===== src/rtl/mod_exp_il_ctrl_pkg.sv =====
// Shared definitions for the square-and-multiply exponentiation controller:
// default widths, watchdog limit and the FSM state type.
package mod_exp_il_ctrl_pkg;

  localparam int unsigned DEF_NBITS   = 4;
  localparam int unsigned DEF_EBITS   = 4;
  localparam int unsigned DEF_TIMEOUT = 256;

  typedef enum logic [3:0] {
    ST_IDLE,
    ST_LOAD,
    ST_SCAN,
    ST_SQ_REQ,
    ST_SQ_WAIT,
    ST_ML_REQ,
    ST_ML_WAIT,
    ST_FIN,
    ST_ERR
  } state_t;

endpackage


===== src/rtl/mod_exp_il_ctrl_if.sv =====
// Start/done request bus between the exponentiation controller (master)
// and one interleaved mod-mul core (slave).
interface mod_exp_il_ctrl_if
  import mod_exp_il_ctrl_pkg::*;
#(
  parameter int unsigned NBITS = DEF_NBITS
);

  logic             mul_enable_p;
  logic [NBITS-1:0] mul_a;
  logic [NBITS-1:0] mul_b;
  logic [NBITS-1:0] mul_m;
  logic [NBITS-1:0] mul_y;
  logic             mul_done_p;

  modport master (
    output mul_enable_p, mul_a, mul_b, mul_m,
    input  mul_y, mul_done_p
  );

  modport slave (
    input  mul_enable_p, mul_a, mul_b, mul_m,
    output mul_y, mul_done_p
  );

endinterface


===== src/rtl/mod_exp_il_ctrl_scan.sv =====
// Exponent shift register and remaining-bit counter; the bit under
// consideration is always the MSB of the shift register.
module mod_exp_il_ctrl_scan
  import mod_exp_il_ctrl_pkg::*;
#(
  parameter int unsigned EBITS = DEF_EBITS
) (
  input  logic             clk,
  input  logic             rst_n,
  input  logic             i_load,
  input  logic [EBITS-1:0] i_exp,
  input  logic             i_shift,
  output logic             o_cur_bit,
  output logic             o_last_bit,
  output logic             o_zero
);

  localparam int unsigned CNTW = $clog2(EBITS + 1);

  logic [EBITS-1:0] r_e;
  logic [CNTW-1:0]  r_cnt;

  always_ff @(posedge clk or negedge rst_n) begin
    if (!rst_n) begin
      r_e   <= '0;
      r_cnt <= '0;
    end else if (i_load) begin
      r_e   <= i_exp;
      r_cnt <= CNTW'(EBITS);
    end else if (i_shift) begin
      r_e   <= r_e << 1;
      r_cnt <= r_cnt - CNTW'(1);
    end
  end

  assign o_cur_bit  = r_e[EBITS-1];
  // Consuming the bit while one remains leaves the counter at zero.
  assign o_last_bit = (r_cnt == CNTW'(1));
  assign o_zero     = (r_e == '0);

endmodule


===== src/rtl/mod_exp_il_ctrl.sv =====
// Left-to-right square-and-multiply controller computing base^exp mod m
// by issuing square/multiply requests to an external mod-mul core.
module mod_exp_il_ctrl
  import mod_exp_il_ctrl_pkg::*;
#(
  parameter int unsigned NBITS   = DEF_NBITS,
  parameter int unsigned EBITS   = DEF_EBITS,
  parameter int unsigned TIMEOUT = DEF_TIMEOUT
) (
  input  logic             clk,
  input  logic             rst_n,
  input  logic             start_p,
  input  logic [NBITS-1:0] base,
  input  logic [EBITS-1:0] exp,
  input  logic [NBITS-1:0] m,
  output logic [NBITS-1:0] result,
  output logic             busy,
  output logic             done_p,
  output logic             err_p,
  mod_exp_il_ctrl_if.master mul
);

  localparam int unsigned WDW = $clog2(TIMEOUT + 1);

  state_t           r_state, w_nxt;
  logic [NBITS-1:0] r_b, r_m, r_r, r_result, r_mul_a, r_mul_b;
  logic [NBITS-1:0] w_r_nxt;
  logic [WDW-1:0]   r_wd;
  logic             w_load, w_shift, w_cur, w_last, w_zero, w_expire;

  mod_exp_il_ctrl_scan #(.EBITS(EBITS)) u_scan (
    .clk        (clk),
    .rst_n      (rst_n),
    .i_load     (w_load),
    .i_exp      (exp),
    .i_shift    (w_shift),
    .o_cur_bit  (w_cur),
    .o_last_bit (w_last),
    .o_zero     (w_zero)
  );

  assign w_expire = (r_wd == WDW'(TIMEOUT - 1));

  always_comb begin
    w_nxt   = r_state;
    w_r_nxt = r_r;
    w_load  = 1'b0;
    w_shift = 1'b0;
    case (r_state)
      ST_IDLE: if (start_p) begin
        w_load = 1'b1;
        w_nxt  = ST_LOAD;
      end
      ST_LOAD: begin
        if (r_m == '0) begin
          w_nxt = ST_ERR;
        end else if (r_m == NBITS'(1)) begin
          w_r_nxt = '0;
          w_nxt   = ST_FIN;
        end else if (w_zero) begin
          w_r_nxt = NBITS'(1);
          w_nxt   = ST_FIN;
        end else begin
          w_nxt = ST_SCAN;
        end
      end
      ST_SCAN: begin
        w_shift = 1'b1;
        if (w_cur) begin
          w_r_nxt = r_b;
          w_nxt   = w_last ? ST_FIN : ST_SQ_REQ;
        end
      end
      ST_SQ_REQ: w_nxt = ST_SQ_WAIT;
      ST_SQ_WAIT: begin
        if (mul.mul_done_p) begin
          w_r_nxt = mul.mul_y;
          if (w_cur) begin
            w_nxt = ST_ML_REQ;
          end else begin
            w_shift = 1'b1;
            w_nxt   = w_last ? ST_FIN : ST_SQ_REQ;
          end
        end else if (w_expire) begin
          w_nxt = ST_ERR;
        end
      end
      ST_ML_REQ: w_nxt = ST_ML_WAIT;
      ST_ML_WAIT: begin
        if (mul.mul_done_p) begin
          w_r_nxt = mul.mul_y;
          w_shift = 1'b1;
          w_nxt   = w_last ? ST_FIN : ST_SQ_REQ;
        end else if (w_expire) begin
          w_nxt = ST_ERR;
        end
      end
      ST_FIN:  w_nxt = ST_IDLE;
      ST_ERR:  w_nxt = ST_IDLE;
      default: w_nxt = ST_IDLE;
    endcase
  end

  always_ff @(posedge clk or negedge rst_n) begin
    if (!rst_n) begin
      r_state  <= ST_IDLE;
      r_b      <= '0;
      r_m      <= '0;
      r_r      <= '0;
      r_result <= '0;
      r_mul_a  <= '0;
      r_mul_b  <= '0;
      r_wd     <= '0;
    end else begin
      r_state <= w_nxt;
      r_r     <= w_r_nxt;
      if (w_load) begin
        r_b <= base;
        r_m <= m;
      end
      // Operands are loaded on entry to a request so they are already
      // valid during the enable cycle and stay put until the product returns.
      if (w_nxt == ST_SQ_REQ) begin
        r_mul_a <= w_r_nxt;
        r_mul_b <= w_r_nxt;
      end else if (w_nxt == ST_ML_REQ) begin
        r_mul_a <= w_r_nxt;
        r_mul_b <= r_b;
      end
      if (r_state == ST_SQ_REQ || r_state == ST_ML_REQ) begin
        r_wd <= '0;
      end else if (r_state == ST_SQ_WAIT || r_state == ST_ML_WAIT) begin
        r_wd <= r_wd + WDW'(1);
      end
      if (r_state == ST_FIN) begin
        r_result <= r_r;
      end else if (r_state == ST_ERR) begin
        r_result <= '0;
      end
    end
  end

  assign mul.mul_enable_p = (r_state == ST_SQ_REQ) || (r_state == ST_ML_REQ);
  assign mul.mul_a        = r_mul_a;
  assign mul.mul_b        = r_mul_b;
  assign mul.mul_m        = r_m;

  assign busy   = !(r_state == ST_IDLE || r_state == ST_FIN || r_state == ST_ERR);
  assign done_p = (r_state == ST_FIN);
  assign err_p  = (r_state == ST_ERR);
  assign result = (r_state == ST_FIN) ? r_r :
                  (r_state == ST_ERR) ? '0  : r_result;

endmodule


===== src/flat_wrapper.sv =====
// flat-port wrapper written by rule: the top's interface ports become plain ports
module mod_exp_il_ctrl_flat import mod_exp_il_ctrl_pkg::*;
#(
  parameter int unsigned NBITS   = DEF_NBITS,
  parameter int unsigned EBITS   = DEF_EBITS,
  parameter int unsigned TIMEOUT = DEF_TIMEOUT
)
  (clk, rst_n, start_p, base, exp, m, result, busy, done_p, err_p, mul_mul_enable_p, mul_mul_a, mul_mul_b, mul_mul_m, mul_mul_y, mul_mul_done_p);
  mod_exp_il_ctrl_if #(.NBITS(NBITS)) mul_i ();
  input  logic clk;
  input  logic rst_n;
  input  logic start_p;
  input  logic [NBITS-1:0] base;
  input  logic [EBITS-1:0] exp;
  input  logic [NBITS-1:0] m;
  output logic [NBITS-1:0] result;
  output logic busy;
  output logic done_p;
  output logic err_p;
  output wire logic [$bits(mul_i.mul_enable_p)-1:0] mul_mul_enable_p;
  output wire logic [$bits(mul_i.mul_a)-1:0] mul_mul_a;
  output wire logic [$bits(mul_i.mul_b)-1:0] mul_mul_b;
  output wire logic [$bits(mul_i.mul_m)-1:0] mul_mul_m;
  input wire logic [$bits(mul_i.mul_y)-1:0] mul_mul_y;
  input wire logic [$bits(mul_i.mul_done_p)-1:0] mul_mul_done_p;
  assign mul_mul_enable_p = mul_i.mul_enable_p;
  assign mul_mul_a = mul_i.mul_a;
  assign mul_mul_b = mul_i.mul_b;
  assign mul_mul_m = mul_i.mul_m;
  assign mul_i.mul_y = mul_mul_y;
  assign mul_i.mul_done_p = mul_mul_done_p;
  mod_exp_il_ctrl #(.NBITS(NBITS), .EBITS(EBITS), .TIMEOUT(TIMEOUT)) u_core (.clk(clk), .rst_n(rst_n), .start_p(start_p), .base(base), .exp(exp), .m(m), .result(result), .busy(busy), .done_p(done_p), .err_p(err_p), .mul(mul_i));
endmodule

===== config.mk =====
export PLATFORM = sky130hd
export DESIGN_NAME = mod_exp_il_ctrl_flat
export DESIGN_NICKNAME = d
export VERILOG_FILES = /design/src/rtl/mod_exp_il_ctrl_pkg.sv /design/src/rtl/mod_exp_il_ctrl_if.sv /design/src/rtl/mod_exp_il_ctrl_scan.sv /design/src/rtl/mod_exp_il_ctrl.sv /design/src/flat_wrapper.sv
export SDC_FILE = /design/constraint.sdc
export NUM_CORES = 1
export LEC_CHECK = 0
export ABC_AREA = 0
export BUFFER_PORTS_ARGS = -buffer_cell sky130_fd_sc_hd__buf_4
export CORE_MARGIN = 5
export CORE_UTILIZATION = 45
export DETAILED_ROUTE_END_ITERATION = 7
export PLACE_DENSITY = 0.63
export SLEW_MARGIN = 10
export SYNTH_ARGS = -nofsm -noshare
export SYNTH_HDL_FRONTEND = slang
export SYNTH_HIERARCHICAL = 1
export SYNTH_SLANG_ARGS = --single-unit
export TNS_END_PERCENT = 10

===== constraint.sdc =====
create_clock -name clk -period 2.6 [get_ports clk]
set_input_delay 0.52 -clock clk [delete_from_list [all_inputs] [get_ports clk]]
set_output_delay 0.52 -clock clk [all_outputs]
set_load 0.005 [all_outputs]

# Yosys cells after proc, flatten, opt, wreduce, memory -nomap -nowiden
# Index checks and enable logic that the tools add are counted.
op_classes:
  add_sub_neg: 2
  n_eq_ne: 13
  n_mux: 35
  n_reduce_logical: 12
op_table:
  columns: ["operator", "count"]
  rows:
  - ["$mux W4", 21]
  - ["$pmux W4 S7", 1]
  - ["$eq A4 B3 Y1 const B", 5]
  - ["$mux W9", 2]
  - ["$eq A4 B2 Y1 const B", 3]
  - ["$logic_not A4 Y1", 3]
  - ["$mux W3", 4]
  - ["$pmux W4 S3", 1]
  - ["$add A9 B1 Y9 const B", 1]
  - ["$eq A9 B8 Y1 const B", 1]
  - ["$eq A4 B1 Y1 const B", 2]
  - ["$reduce_bool A2 Y1", 3]
  - ["$mux W1", 5]
  - ["$eq A4 B4 Y1 const B", 1]
  - ["$logic_or A1 B1 Y1", 4]
  - ["$eq A3 B1 Y1 const B", 1]
  - ["$pmux W1 S3", 1]
  - ["$sub A3 B1 Y3 const B", 1]
  - ["$reduce_or A2 Y1", 1]
  - ["$logic_not A1 Y1", 1]
word_totals:
  ff_bits: 44
  out_inout_bits: 20

# Longest topological paths before layout
# Gate-level depths: netlist of the first run.
logic_depth:
  ltp_word: 8
  mapped_depth: 8
  mapped_depth_nobuf: 8

# Cells and area by module
# Netlist of the first run, hierarchy kept.
by_module_without_submodules:
  columns: ["mod", "instances", "cells_per_inst", "area_per_inst_um2"]
  rows:
  - ["mod_exp_il_ctrl", 1, 173, 1874.3]
  - ["mod_exp_il_ctrl_scan", 1, 35, 371.6]

# Least setup slack after synthesis of the first run
# OpenSTA, ideal clock, no wires.
synth_timing:
  path_type: "reg-to-output"
  startpoint: "reg u_core.r_state[3]"
  endpoint: "out result[0]"
  arrival_time_ns: 1.340
  t_required_ns: 2.080
  path_slack_ns: 0.740
  stages_incl_launch_ff: 7
  n_path_buf: 2
  path_cell_list: "dfrtp_1 > buf_2 > nor2b_1 > and3_1 > clkbuf_1 > nor2_1 > a22o_1"
synth_lines:
  columns: ["element", "line", "rtl"]
  rows:
  - ["from (decl)", "mod_exp_il_ctrl.sv:25", "state_t r_state, w_nxt;"]
  - ["from (signal assigned)", "mod_exp_il_ctrl.sv:115", "r_state <= w_nxt;"]
  - ["$eq A4 B3 Y1", null, null]
  - ["net done_p", "flat_wrapper.sv:18", "output logic done_p;"]
  - ["$mux W4", null, null]
  - ["to (decl)", "flat_wrapper.sv:16", "output logic [NBITS-1:0] result;"]
# The timed path passes the listed nets, and every way through them passes these cells.

# Worst setup path after layout of the first run
layout_timing:
  startpoint: "reg u_core.r_state[3]"
  endpoint: "out result[2]"
layout_via:
  elab_chain_cells: 3
layout_lines:
  columns: ["element", "line", "rtl"]
  rows:
  - ["$eq A4 B4 Y1", "mod_exp_il_ctrl.sv:152", "(r_state == ST_ERR) ? '0 : r_result;"]
  - ["$mux W4", null, null]
  - ["$mux W4 (*)", null, null]
# Every way passes the cells marked *; elsewhere a longest branch is shown, timed or not.

==> results of run 1 <==
## power by group
group          switching (mW)  total [mW]  leakage [nW]  internal, mW
Sequential              0.267        1.21         0.561         0.944
Clock                   0.228       0.513        0.0552         0.285
Combinational           0.602        1.28         0.693         0.682
## through the flow
stage	hold WS [ns]	power (mW)
floorplan	0.224	2.09
global placement	0.490	2.49
detailed placement	0.484	2.52
CTS	0.238	3.03
global route	0.260	3.24
finish	0.218	3.01
## flip-flops by register name (all words and copies together) (netlist names)
name and count:
u_core/r_state 4, u_core/u_scan/r_e 4, u_core/r_r 4, u_core/mul.mul_a 4, u_core/r_result 4, u_core/mul.mul_b 4, u_core/u_scan/r_cnt 3, u_core/r_wd 9
u_core/mul.mul_m 4, u_core/r_b 4
## cell usage after synthesis, types with 2 or more instances
cell and count:
a21oi_1 9, a22o_1 5, a22oi_1 3, and2_1 2
and3_1 3, buf_2 5, buf_6 2, clkbuf_1 2
dfrtp_1 44, ha_1 4, inv_1 13, mux2_2 11
mux2i_1 13, nand2_1 13, nand2b_1 3, nand3_1 4
nand4_1 2, nor2_1 15, nor2b_1 4, nor3_1 2
nor4_1 2, o21ai_0 9, o21ai_1 7, or3_1 3
xnor2_1 2, xor2_1 5
## area by class of cell
class	count	area [um2]
inverter	13	48.8
fill	442	2090
multi-input combinational	142	1040
sequential	44	1100
timing repair buffer	42	315
tap	67	83.8
clock inverter	2	35.0
clock buffer	6	72.6
## critical path: cells and delay by family, from the launching register on
family	cells	cell delay, ns
AO/OA/AOI/OAI	1	0.19
buffers and inverters	1	0.11
flip-flops	1	0.60
AND/OR/NAND/NOR	3	0.62
## how the worst max path moves through the flow
stage / start / endpoint / cells past startpoint
finish: u_core/r_state[3] / result[2] / 5
global placement: u_core/r_state[0] / result[3] / 5
global route: u_core/r_state[2] / result[3] / 4
CTS: u_core/r_state[0] / result[2] / 5
detailed placement: u_core/r_state[0] / result[0] / 5
floorplan: u_core/r_state[3] / result[0] / 6
## kinds of logic (layout without fill, tap and decap cells)
family	Yosys count	count (layout)	share of synthesized area [%]
flip-flops	44	44	49.0
adder cells (fa/ha/maj)	4	4	2.23
buffers and inverters	22	63	4.62
AO/OA/AOI/OAI	42	42	12.6
multiplexers	25	25	11.8
AND/OR/NAND/NOR	64	64	17.0
XOR/XNOR	7	7	2.73
## what timing repair did
action	CTS	global route
hold buffers	0	0
hold endpoints to repair	0	0
resized for setup	0	1
endpoints found under the setup margin	0	4
## per-layer routing
metal,wire (um),part of all wire [%]
met4,20,0.45
met3,260,5.8
met1,2230,50
met5,0,0
met2,1980,44
==> impl_results.md, run 1 <==
* Status: finished, final reports clean
* Avg Synthesized Cell Area at 10.8 um2
* Die X at 80.6 um
* GR Layer Usage met2 at 22.5%
* Area leader, netlist: dfrtp_1
* I/O Buffers at 39
* Largest net degree at the start of global routing at 45
* Max-slew headroom at the worst pin at a little over three fifths
* Gr busiest metal: met2
* Latest clock arrival within the worst-skew pair at roughly 0.29 ns
* End-of-flow core utilization at 56.4%
* Wire per inst at ~14 um
* Final instance area at about 0.0027 mm2
* Net Count, Synth at roughly 230
* Layout cells sized above 1 at 28.9%
* Flops & latches, synth at 44
* GRT Util Overall at 15.0%
* Max incr delay on CP at 0.60 ns
* Clk sinks at between 40 and 50
* Initial antenna violation count at 0
* Final WL at between 4 and 5 mm
* Global-route wire length before repair at ~7.6 mm
* Final period util at 89.8%
* Crit-path cells: nor2b_1 > and3_1 > nor2_1 > a22o_1 > buf_4
* Antenna Violating Nets Remaining at 0
* Most common cell after layout, fill and taps aside: dfrtp_1
* Yosys cell types at 47
* Fmax at about 430 MHz
* Setup ws final at 0.266 ns
* Reg2Reg Setup Slack at between 0.5 and 0.6 ns
* CP Launch Type: flip-flop
* Worst Hold Class: in2async
* Data required, critical path at 2.08 ns
* Nets at ~270
* DIE HEIGHT at between 80 and 90 um
* Total overflow reported by the global router at 0
* 1st-iter DRT viols at 75
* Root buffer cell: clkbuf_8
* Fin. Hold Viols at 0
* CORE AREA at ~0.0048 mm2
* Die area at 0.00650 mm2
* Synth warnings at 6
* Tmin final at roughly 2.3 ns
* Placed cell areas at about 0.0026 mm2
* CP arrival at between 1.5 and 2 ns
* CP endpoint kind: output pin
* Num CTS Buffers at 5
* Reg2Reg Capture Point: u_core/mul.mul_a[0]
* Layout Skew at 0.00974 ns
* Leak pwr at roughly 1.3 nW
* DR vias/cell at 5.16
* Crit Path Category: reg2out
* Final setup viols at 0
* Unrepaired setup endpoints after global routing: no
* Fin Setup TNS at 0 ns
* CP Max Fanout at 11
* Post-synth top area share at around half
* Fin cells at roughly 320
* Vias in the first global route at between 1500 and 2000
* Most frequent cells in the layout: dfrtp_1, buf_4, nor2_1
* Area Overhead vs Synth at 20.2%
* Met3 Usage GRT at between 4 and 5%
* Post-DP HPWL at about 3.2 mm
* Register area share after synthesis at about 50%
* Max Slew Vio Count at 0
* Initial Util at around 47%
* Syn Std Cell Area at approximately 0.0022 mm2
* Tightest Pin Transition at ~0.56 ns
* Inserted Diodes at 0
* Peak VDD IR at between 0.0004 and 0.0005 V
* Io pins at 40
* Post-route DRC at 0
* Row cnt at 25
* CTS tree: done
* Post-Syn Instances at approximately 210
* Worst r2r src: u_core/r_state[2]
* First-pass detailed-route iteration total at 4
* Post CTS Setup Buffer Count at 0
* Setup WS pre-CTS at around 0.48 ns
* Number of max-cap violations at 0
* Count of flip-flops with a built-in enable after synthesis at 0
* Clk buf depth at 2
* Power Density at 1110 mW/mm2
* Synth async-reset ratio at between 90% and 100%
* H-tree lvl count at 2
* Via Count at ~1600
* Slowest-stage cell, CP: dfrtp_1
* Synth area leaders: dfrtp_1, mux2i_1, mux2_2
* Post-synth top flop: dfrtp_1
* Met1 Track Usage GR at 21.3%
* R2R depth at 5
* Gp weighted congestion at about 0.86
* Worst-path clk slew at about 0.08 ns
* Dpl cells at roughly 310
Power figures use the tool's default switching activity.
==> run 2: changes to the inputs <==
--- a/config.mk
+++ b/config.mk
@@ -5,12 +5,12 @@
 export SDC_FILE = /design/constraint.sdc
 export NUM_CORES = 1
 export LEC_CHECK = 0
-export ABC_AREA = 0
+export ABC_AREA = 1
 export BUFFER_PORTS_ARGS = -buffer_cell sky130_fd_sc_hd__buf_4
 export CORE_MARGIN = 5
 export CORE_UTILIZATION = 45
 export DETAILED_ROUTE_END_ITERATION = 7
-export PLACE_DENSITY = 0.63
+export PLACE_DENSITY = 0.62
 export SLEW_MARGIN = 10
 export SYNTH_ARGS = -nofsm -noshare
 export SYNTH_HDL_FRONTEND = slang
==> constraint.sdc (replaced) <==
create_clock -name clk -period 2.6 [get_ports clk]
set_input_delay 0.52 -clock clk [delete_from_list [all_inputs] [get_ports clk]]
set_output_delay 0.52 -clock clk [all_outputs]
set_load 0.05 [all_outputs]
==> impl_results.md, run 2 <==
* Crit Path Category: reg2out (unchanged)
* Count of flip-flops with a built-in enable after synthesis at 0 (unchanged)
* 1st-iter DRT viols at 190 (was 75)
* Global-route wire length before repair at 10.1 mm (was 7.59 mm)
* Die X at 84.3 um (was 80.6 um)
* Reg2Reg Capture Point: u_core/mul.mul_a[1] (was u_core/mul.mul_a[0])
* Reg2Reg Setup Slack at 0.33 ns (was 0.59 ns)
* Power Density at 1330 mW/mm2 (was 1110 mW/mm2)
* Post-synth top flop: dfrtp_1 (unchanged)
* Tightest Pin Transition at 0.721 ns (was 0.556 ns)
* DR vias/cell at 4.83 (was 5.16)
* CP most frequent cell: inv_1
* Unrepaired setup endpoints after global routing: no (unchanged)
* Final period util at 87.9% (was 89.8%)
* Hold buffer count at cts at 0 (unchanged)
* Largest net degree at the start of global routing at 45 (unchanged)
* CP arrival at 1.77 ns (was 1.81 ns)
* Area leader, netlist: dfrtp_1 (unchanged)
* Clk sinks at 44 (unchanged)
* Layout cells sized above 1 at 21.7% (was 28.9%)
* Root buffer cell: clkbuf_8 (unchanged)
* Most frequent cells in the layout: nand2_1, dfrtp_1, buf_4, inv_1, nor2_1 (was dfrtp_1, buf_4, nor2_1)
* Tmin final at 2.29 ns (was 2.33 ns)
* Num CTS Buffers at 5 (unchanged)
* CP Launch Type: flip-flop (unchanged)
* Post-DP HPWL at 4.28 mm (was 3.25 mm)
* DIE HEIGHT at 84.3 um (was 80.6 um)
* Status: finished, final reports clean (unchanged)
* Synth area leaders: dfrtp_1, nand2_1, inv_1 (was dfrtp_1, mux2i_1, mux2_2)
* Most common cell after layout, fill and taps aside: nand2_1 (was dfrtp_1)
* Data required, critical path at 2.08 ns (about the same)
* Leak pwr at 1.55 nW (was 1.31 nW)
* Post-Synth Adder-Cell Area at 2.01% (was 2.23%)
* First-pass detailed-route iteration total at 4 (unchanged)
* Most common cell in the synthesized netlist: nand2_1 (was dfrtp_1)
* Gp weighted congestion at 0.829 (was 0.855)
* Final WL at 5.79 mm (was 4.49 mm)
* Wire per inst at 12.6 um (was 14.2 um)
* Slowest-stage cell, CP: dfrtp_1 (unchanged)
* Post-synth top area share at 44.3% (was 49.0%)
* Avg Synthesized Cell Area at 7.27 um2 (was 10.8 um2)
* Io pins at 40 (unchanged)
* Clk buf depth at 2 (unchanged)
* Post-Syn Instances at 342 (was 208)
* Syn Std Cell Area at 0.00249 mm2 (was 0.00225 mm2)
* Fmax at 437 MHz (was 428 MHz)
* Max-slew headroom at the worst pin at 51.8% (was 62.9%)
* Flops & latches, synth at 44 (unchanged)
* CP endpoint kind: output pin (unchanged)
* Fin. Hold Viols at 0 (unchanged)
* Inserted Diodes at 0 (unchanged)
* Yosys cell types at 27 (was 47)
* XOR/XNOR share of the synthesized area at 0% (was 2.73%)
* Fillers at 528 (was 442)
* CORE AREA at 0.00544 mm2 (was 0.00479 mm2)
* Layout Skew at 0.0121 ns (was 0.00974 ns)
* Synth warnings at 6 (unchanged)
* Most flop-heavy register: u_core/r_wd (unchanged)
* Via Count at 2215 (was 1629)
* Simple-gate share of the synthesized area at 35.8% (was 17.0%)
* Area Overhead vs Synth at 20.7% (was 20.2%)
* Fin cells at 459 (was 316)
* Peak VDD IR at 0.000564 V (was 0.000483 V)
* Synth async-reset ratio at 100% (unchanged)
* Nets at 410 (was 272)
* CTS tree: done (unchanged)
* Max FFs per register at 9 (unchanged)
* Number of max-cap violations at 0 (unchanged)
* Post CTS Setup Buffer Count at 0 (unchanged)
* Max Slew Vio Count at 0 (unchanged)
* Total overflow reported by the global router at 0 (unchanged)
* Initial Util at 45.7% (was 46.9%)
* Antenna Violating Nets Remaining at 0 (unchanged)
* Mux cell area share after synthesis at 0% (was 11.8%)
* Initial antenna violation count at 0 (unchanged)
* Register area share after synthesis at 44.3% (was 49.0%)
* Final setup viols at 0 (unchanged)
* I/O Buffers at 39 (unchanged)
* Crit-path cells: nor2_1 > inv_1 > nor3_2 > inv_1 > nand3_1 > o21ai_2 > buf_4 (was nor2b_1 > and3_1 > nor2_1 > a22o_1 > buf_4)
* R2R depth at 10 (was 5)
* Post-CTS sizing at 0 (unchanged)
* Dpl cells at 451 (was 308)
* Die area at 0.00711 mm2 (was 0.00650 mm2)
* Fin Setup TNS at 0 ns (unchanged)
* Post-route DRC at 0 (unchanged)
* Main combinational cell family by area after synthesis: simple AND/OR/NAND/NOR gates (unchanged)
* Worst Hold Class: in2async (unchanged)
* Synth cell count leaders: nand2_1, dfrtp_1, inv_1, nor2_1, nand3_1 (was dfrtp_1, nor2_1, inv_1, mux2i_1, nand2_1)
* Vias in the first global route at 2152 (was 1598)
* Worst-path clk slew at 0.09 ns (was 0.08 ns)
* Net Count, Synth at 366 (was 232)
* GRT Util Overall at 17.4% (was 15.0%)
* Row cnt at 27 (was 25)
* Compound-Gate Fraction of Synth Area at 9.61% (was 12.6%)
* H-tree lvl count at 2 (unchanged)
* Latest clock arrival within the worst-skew pair at 0.30 ns (was 0.29 ns)
* Worst r2r src: u_core/u_scan/r_e[3] (was u_core/r_state[2])
* CP Max Fanout at 6 (was 11)
* Max incr delay on CP at 0.46 ns (was 0.60 ns)
## run 2: cell families (layout without fill, tap and decap cells)
kind of cell,after synthesis,in the layout
simple gates,199,199
buf+inv,53,98
flops,44,44
compound gates,42,42
fa+ha+maj,4,4
## run 2: layout make-up
type / instances / area (um2) / area share, %
Clock buffer: 5 / 68.8 / 2.29
Clock inverter: 3 / 42.5 / 1.42
Inverter: 47 / 176 / 5.87
Multi-Input combinational cell: 245 / 1200 / 40.0
Sequential cell: 44 / 1100 / 36.7
Tap cell: 72 / 90.1 / 3.00
Timing Repair Buffer: 43 / 323 / 10.8
## run 2: per-stage QoR
stage	util [%]	setup slack (ns)	hold WS [ns]	area [um2]	total power, mW
5_1_grt	55.2	0.0835	0.254	3000	4.33
3_5_place_dp	53.2	0.345	0.475	2890	3.47
4_1_cts	55.2	0.319	0.231	3000	4.00
2_1_floorplan	-	0.181	0.224	2510	2.87
6_report	55.2	0.314	0.214	3000	3.99
3_3_place_gp	53.2	0.341	0.470	2890	3.44
## run 2: layer usage
metal / track usage (%) / share of wire (%)
met3: 3.83 / 6.5
met5: 0 / 0
met1: 25.0 / 49
met2: 25.6 / 43
met4: 6.33 / 1.8
## run 2: worst max-delay path, delay by kind of cell (launching register included)
kind	cells	cell delay, ns
buffers and inverters	3	0.40
and+or+nand+nor	3	0.54
AOI/OAI and AO/OA	1	0.07
DFF	1	0.46
## run 2: power breakdown
group,switching [mW],internal [mW]
Sequential,0.213,0.958
Clock,0.243,0.285
Combinational,1.58,0.706
Total,2.04,1.95
## run 2: how the worst max path moves through the flow
stage | startpoint | slack, ns | end | cells after the start
after detailed placement | u_core/u_scan/r_e[3] | 0.34 | u_core/mul.mul_b[2] | 10
final | u_core/r_state[0] | 0.31 | result[1] | 7
after global routing | u_core/u_scan/r_e[3] | 0.08 | u_core/mul.mul_b[2] | 10
after floorplan | u_core/r_state[3] | 0.18 | result[0] | 5
after CTS | u_core/r_state[0] | 0.32 | result[1] | 7
after global placement | u_core/u_scan/r_e[3] | 0.34 | u_core/mul.mul_a[0] | 10
==> run 3: changes to the inputs <==
--- a/config.mk
+++ b/config.mk
@@ -10,7 +10,7 @@
 export CORE_MARGIN = 5
 export CORE_UTILIZATION = 45
 export DETAILED_ROUTE_END_ITERATION = 7
-export PLACE_DENSITY = 0.62
+export PLACE_DENSITY = 0.66
 export SLEW_MARGIN = 10
 export SYNTH_ARGS = -nofsm -noshare
 export SYNTH_HDL_FRONTEND = slang
==> impl_results.md, run 3 (synthesized netlist as in run 2, its figures left out) <==
* Final period util at 87.2% (was 87.9%)
* Crit-path cells: nor2_1 > inv_1 > nor3_2 > inv_1 > nand3_1 > o21ai_2 > buf_4 (unchanged)
* CP endpoint kind: output pin (unchanged)
* Antenna Violating Nets Remaining at 0 (unchanged)
* Num CTS Buffers at 5 (unchanged)
* Wire per inst at 12.1 um (was 12.6 um)
* Crit path max-delay family: simple AND/OR/NAND/NOR gates (unchanged)
* Nets at 408 (was 410)
* Most common cell after layout, fill and taps aside: nand2_1 (unchanged)
* Post CTS Setup Buffer Count at 0 (unchanged)
* Post-route DRC at 0 (unchanged)
* Clk sinks at 44 (unchanged)
* Final instance area at 0.00297 mm2 (was 0.00300 mm2)
* WL met3 at 257 um (was 375 um)
* Leak pwr at 1.53 nW (was 1.55 nW)
* Worst-path clk slew at 0.10 ns (was 0.09 ns)
* Power Density at 1300 mW/mm2 (was 1330 mW/mm2)
* Area Overhead vs Synth at 19.4% (was 20.7%)
* Sw Ratio at 52.5% (was 51.2%)
* 1st-iter DRT viols at 149 (was 190)
* Fin Setup TNS at 0 ns (unchanged)
* H-tree lvl count at 2 (unchanged)
* Fillers at 539 (was 528)
* Seq pwr share at 30.1% (was 29.3%)
* Clk buf depth at 2 (unchanged)
* Inserted Diodes at 0 (unchanged)
* DIE HEIGHT at 84.3 um (unchanged)
* CTS tree: done (unchanged)
* CORE AREA at 0.00544 mm2 (unchanged)
* Post-DP HPWL at 4.19 mm (was 4.28 mm)
* Layout Skew at 0.0145 ns (was 0.0121 ns)
* Die X at 84.3 um (unchanged)
* R2R depth at 10 (unchanged)
* Area of the multi-input gates at 0.00120 mm2 (unchanged)
* Peak VDD IR at 0.000593 V (was 0.000564 V)
* Via Count at 2205 (was 2215)
* Reg2Reg Setup Slack at 0.40 ns (was 0.33 ns)
* Met1 wire length at 2.79 mm (was 2.84 mm)
* Sw Pwr at 2.03 mW (was 2.04 mW)
* GRT Util Overall at 16.6% (was 17.4%)
* Layout cells sized above 1 at 21.3% (was 21.7%)
* Max Slew Vio Count at 0 (unchanged)
* Tmin final at 2.27 ns (was 2.29 ns)
* Most frequent cells in the layout: nand2_1, dfrtp_1, buf_4, inv_1, nor2_1 (unchanged)
* Highest routed layer: met4 (unchanged)
* Placed cell areas at 0.00288 mm2 (was 0.00289 mm2)
* WHS at 0.199 ns (was 0.214 ns)
* Number of max-cap violations at 0 (unchanged)
* Fmax at 441 MHz (was 437 MHz)
* Comb power frac at 58.5% (was 57.4%)
* Worst path bufs/invs at 3 (unchanged)
* Final WL at 5.53 mm (was 5.79 mm)
* Final setup viols at 0 (unchanged)
* Data required, critical path at 2.08 ns (about the same)
* CP Launch Type: flip-flop (unchanged)
* Global-route wire length before repair at 9.69 mm (was 10.1 mm)
* I/O Buffers at 39 (unchanged)
* Internal power at 1.84 mW (was 1.95 mW)
* Post-CTS sizing at 0 (unchanged)
* WL met2 at 2.41 mm (was 2.48 mm)
* Most flop-heavy register: u_core/r_wd (unchanged)
* Row cnt at 27 (unchanged)
* Tightest Pin Transition at 0.621 ns (was 0.721 ns)
* Initial antenna violation count at 0 (unchanged)
* Status: finished, final reports clean (unchanged)
* Crit Path Category: reg2out (unchanged)
* Register area at 0.00110 mm2 (unchanged)
* Die area at 0.00711 mm2 (unchanged)
* Max-slew headroom at the worst pin at 58.5% (was 51.8%)
* Worst Hold Class: in2async (unchanged)
* CP arrival at 1.75 ns (was 1.77 ns)
* Slowest-stage cell, CP: dfrtp_1 (unchanged)
* CP Max Fanout at 6 (unchanged)
* Max FFs per register at 9 (unchanged)
* Io pins at 40 (unchanged)
* Fin. Hold Viols at 0 (unchanged)
* Clock network power share at 11.4% (was 13.2%)
* Hold buffer count at cts at 0 (unchanged)
* Vias in the first global route at 2118 (was 2152)
* Total overflow reported by the global router at 0 (unchanged)
* Worst r2r src: u_core/u_scan/r_e[3] (unchanged)
* Reg2Reg Capture Point: u_core/mul.mul_a[1] (unchanged)
* DR vias/cell at 4.82 (was 4.83)
* Latest clock arrival within the worst-skew pair at 0.31 ns (was 0.30 ns)
* Max incr delay on CP at 0.47 ns (was 0.46 ns)
* Gp weighted congestion at 0.883 (was 0.829)
* Unrepaired setup endpoints after global routing: no (unchanged)
* Largest net degree at the start of global routing at 45 (unchanged)
* First-pass detailed-route iteration total at 4 (unchanged)
* Root buffer cell: clkbuf_8 (unchanged)
* CP most frequent cell: inv_1 (unchanged)
* Initial Util at 45.7% (unchanged)
run 3: layout make-up:
cell class | count | area share (%)
Multi-Input combinational cell | 245 | 40.5
Timing Repair Buffer | 41 | 10.4
Clock inverter | 3 | 0.801
Inverter | 47 | 5.94
Clock buffer | 5 | 2.32
Sequential cell | 44 | 37.1
Tap cell | 72 | 3.03
run 3: how the worst max path moves through the flow:
stage                               startpoint                  end  slack [ns]  cells past startpoint
after floorplan              u_core/r_state[3]            result[0]        0.18                      5
after global placement    u_core/u_scan/r_e[3]  u_core/mul.mul_a[1]        0.43                     10
after detailed placement  u_core/u_scan/r_e[3]  u_core/mul.mul_a[2]        0.43                     10
after CTS                    u_core/r_state[0]            result[0]        0.32                      7
after global routing      u_core/u_scan/r_e[3]  u_core/mul.mul_a[2]        0.16                     10
final                        u_core/r_state[0]            result[0]        0.33                      7
run 3: power by group through the flow:
| stage | Combinational [mW] | Sequential, mW | Clock (mW) |
|---|---|---|---|
| 4_1_cts | 2.27 | 1.16 | 0.456 |
| 6_report | 2.27 | 1.17 | 0.440 |
| 3_5_place_dp | 2.27 | 1.17 | 0 |
| 3_3_place_gp | 2.25 | 1.17 | 0 |
| 2_1_floorplan | 1.47 | 1.39 | 0 |
| 5_1_grt | 2.54 | 1.20 | 0.484 |
run 3: per-layer routing:
layer	up-vias	global-route usage [%]
met3	6	3.34
met4	0	4.75
met1	988	24.0
met5	-	0
li1	1158	-
met2	53	25.2
run 3: per-stage QoR:
| step | instances | power, mW | utilization (%) | setup WS, ns |
|---|---|---|---|---|
| after global placement | 449 | 3.42 | 52.9 | 0.425 |
| after global routing | 457 | 4.23 | 54.6 | 0.157 |
| final | 457 | 3.87 | 54.6 | 0.334 |
| after floorplan | 342 | 2.87 | - | 0.181 |
| after CTS | 457 | 3.89 | 54.6 | 0.324 |
| after detailed placement | 449 | 3.44 | 52.9 | 0.425 |
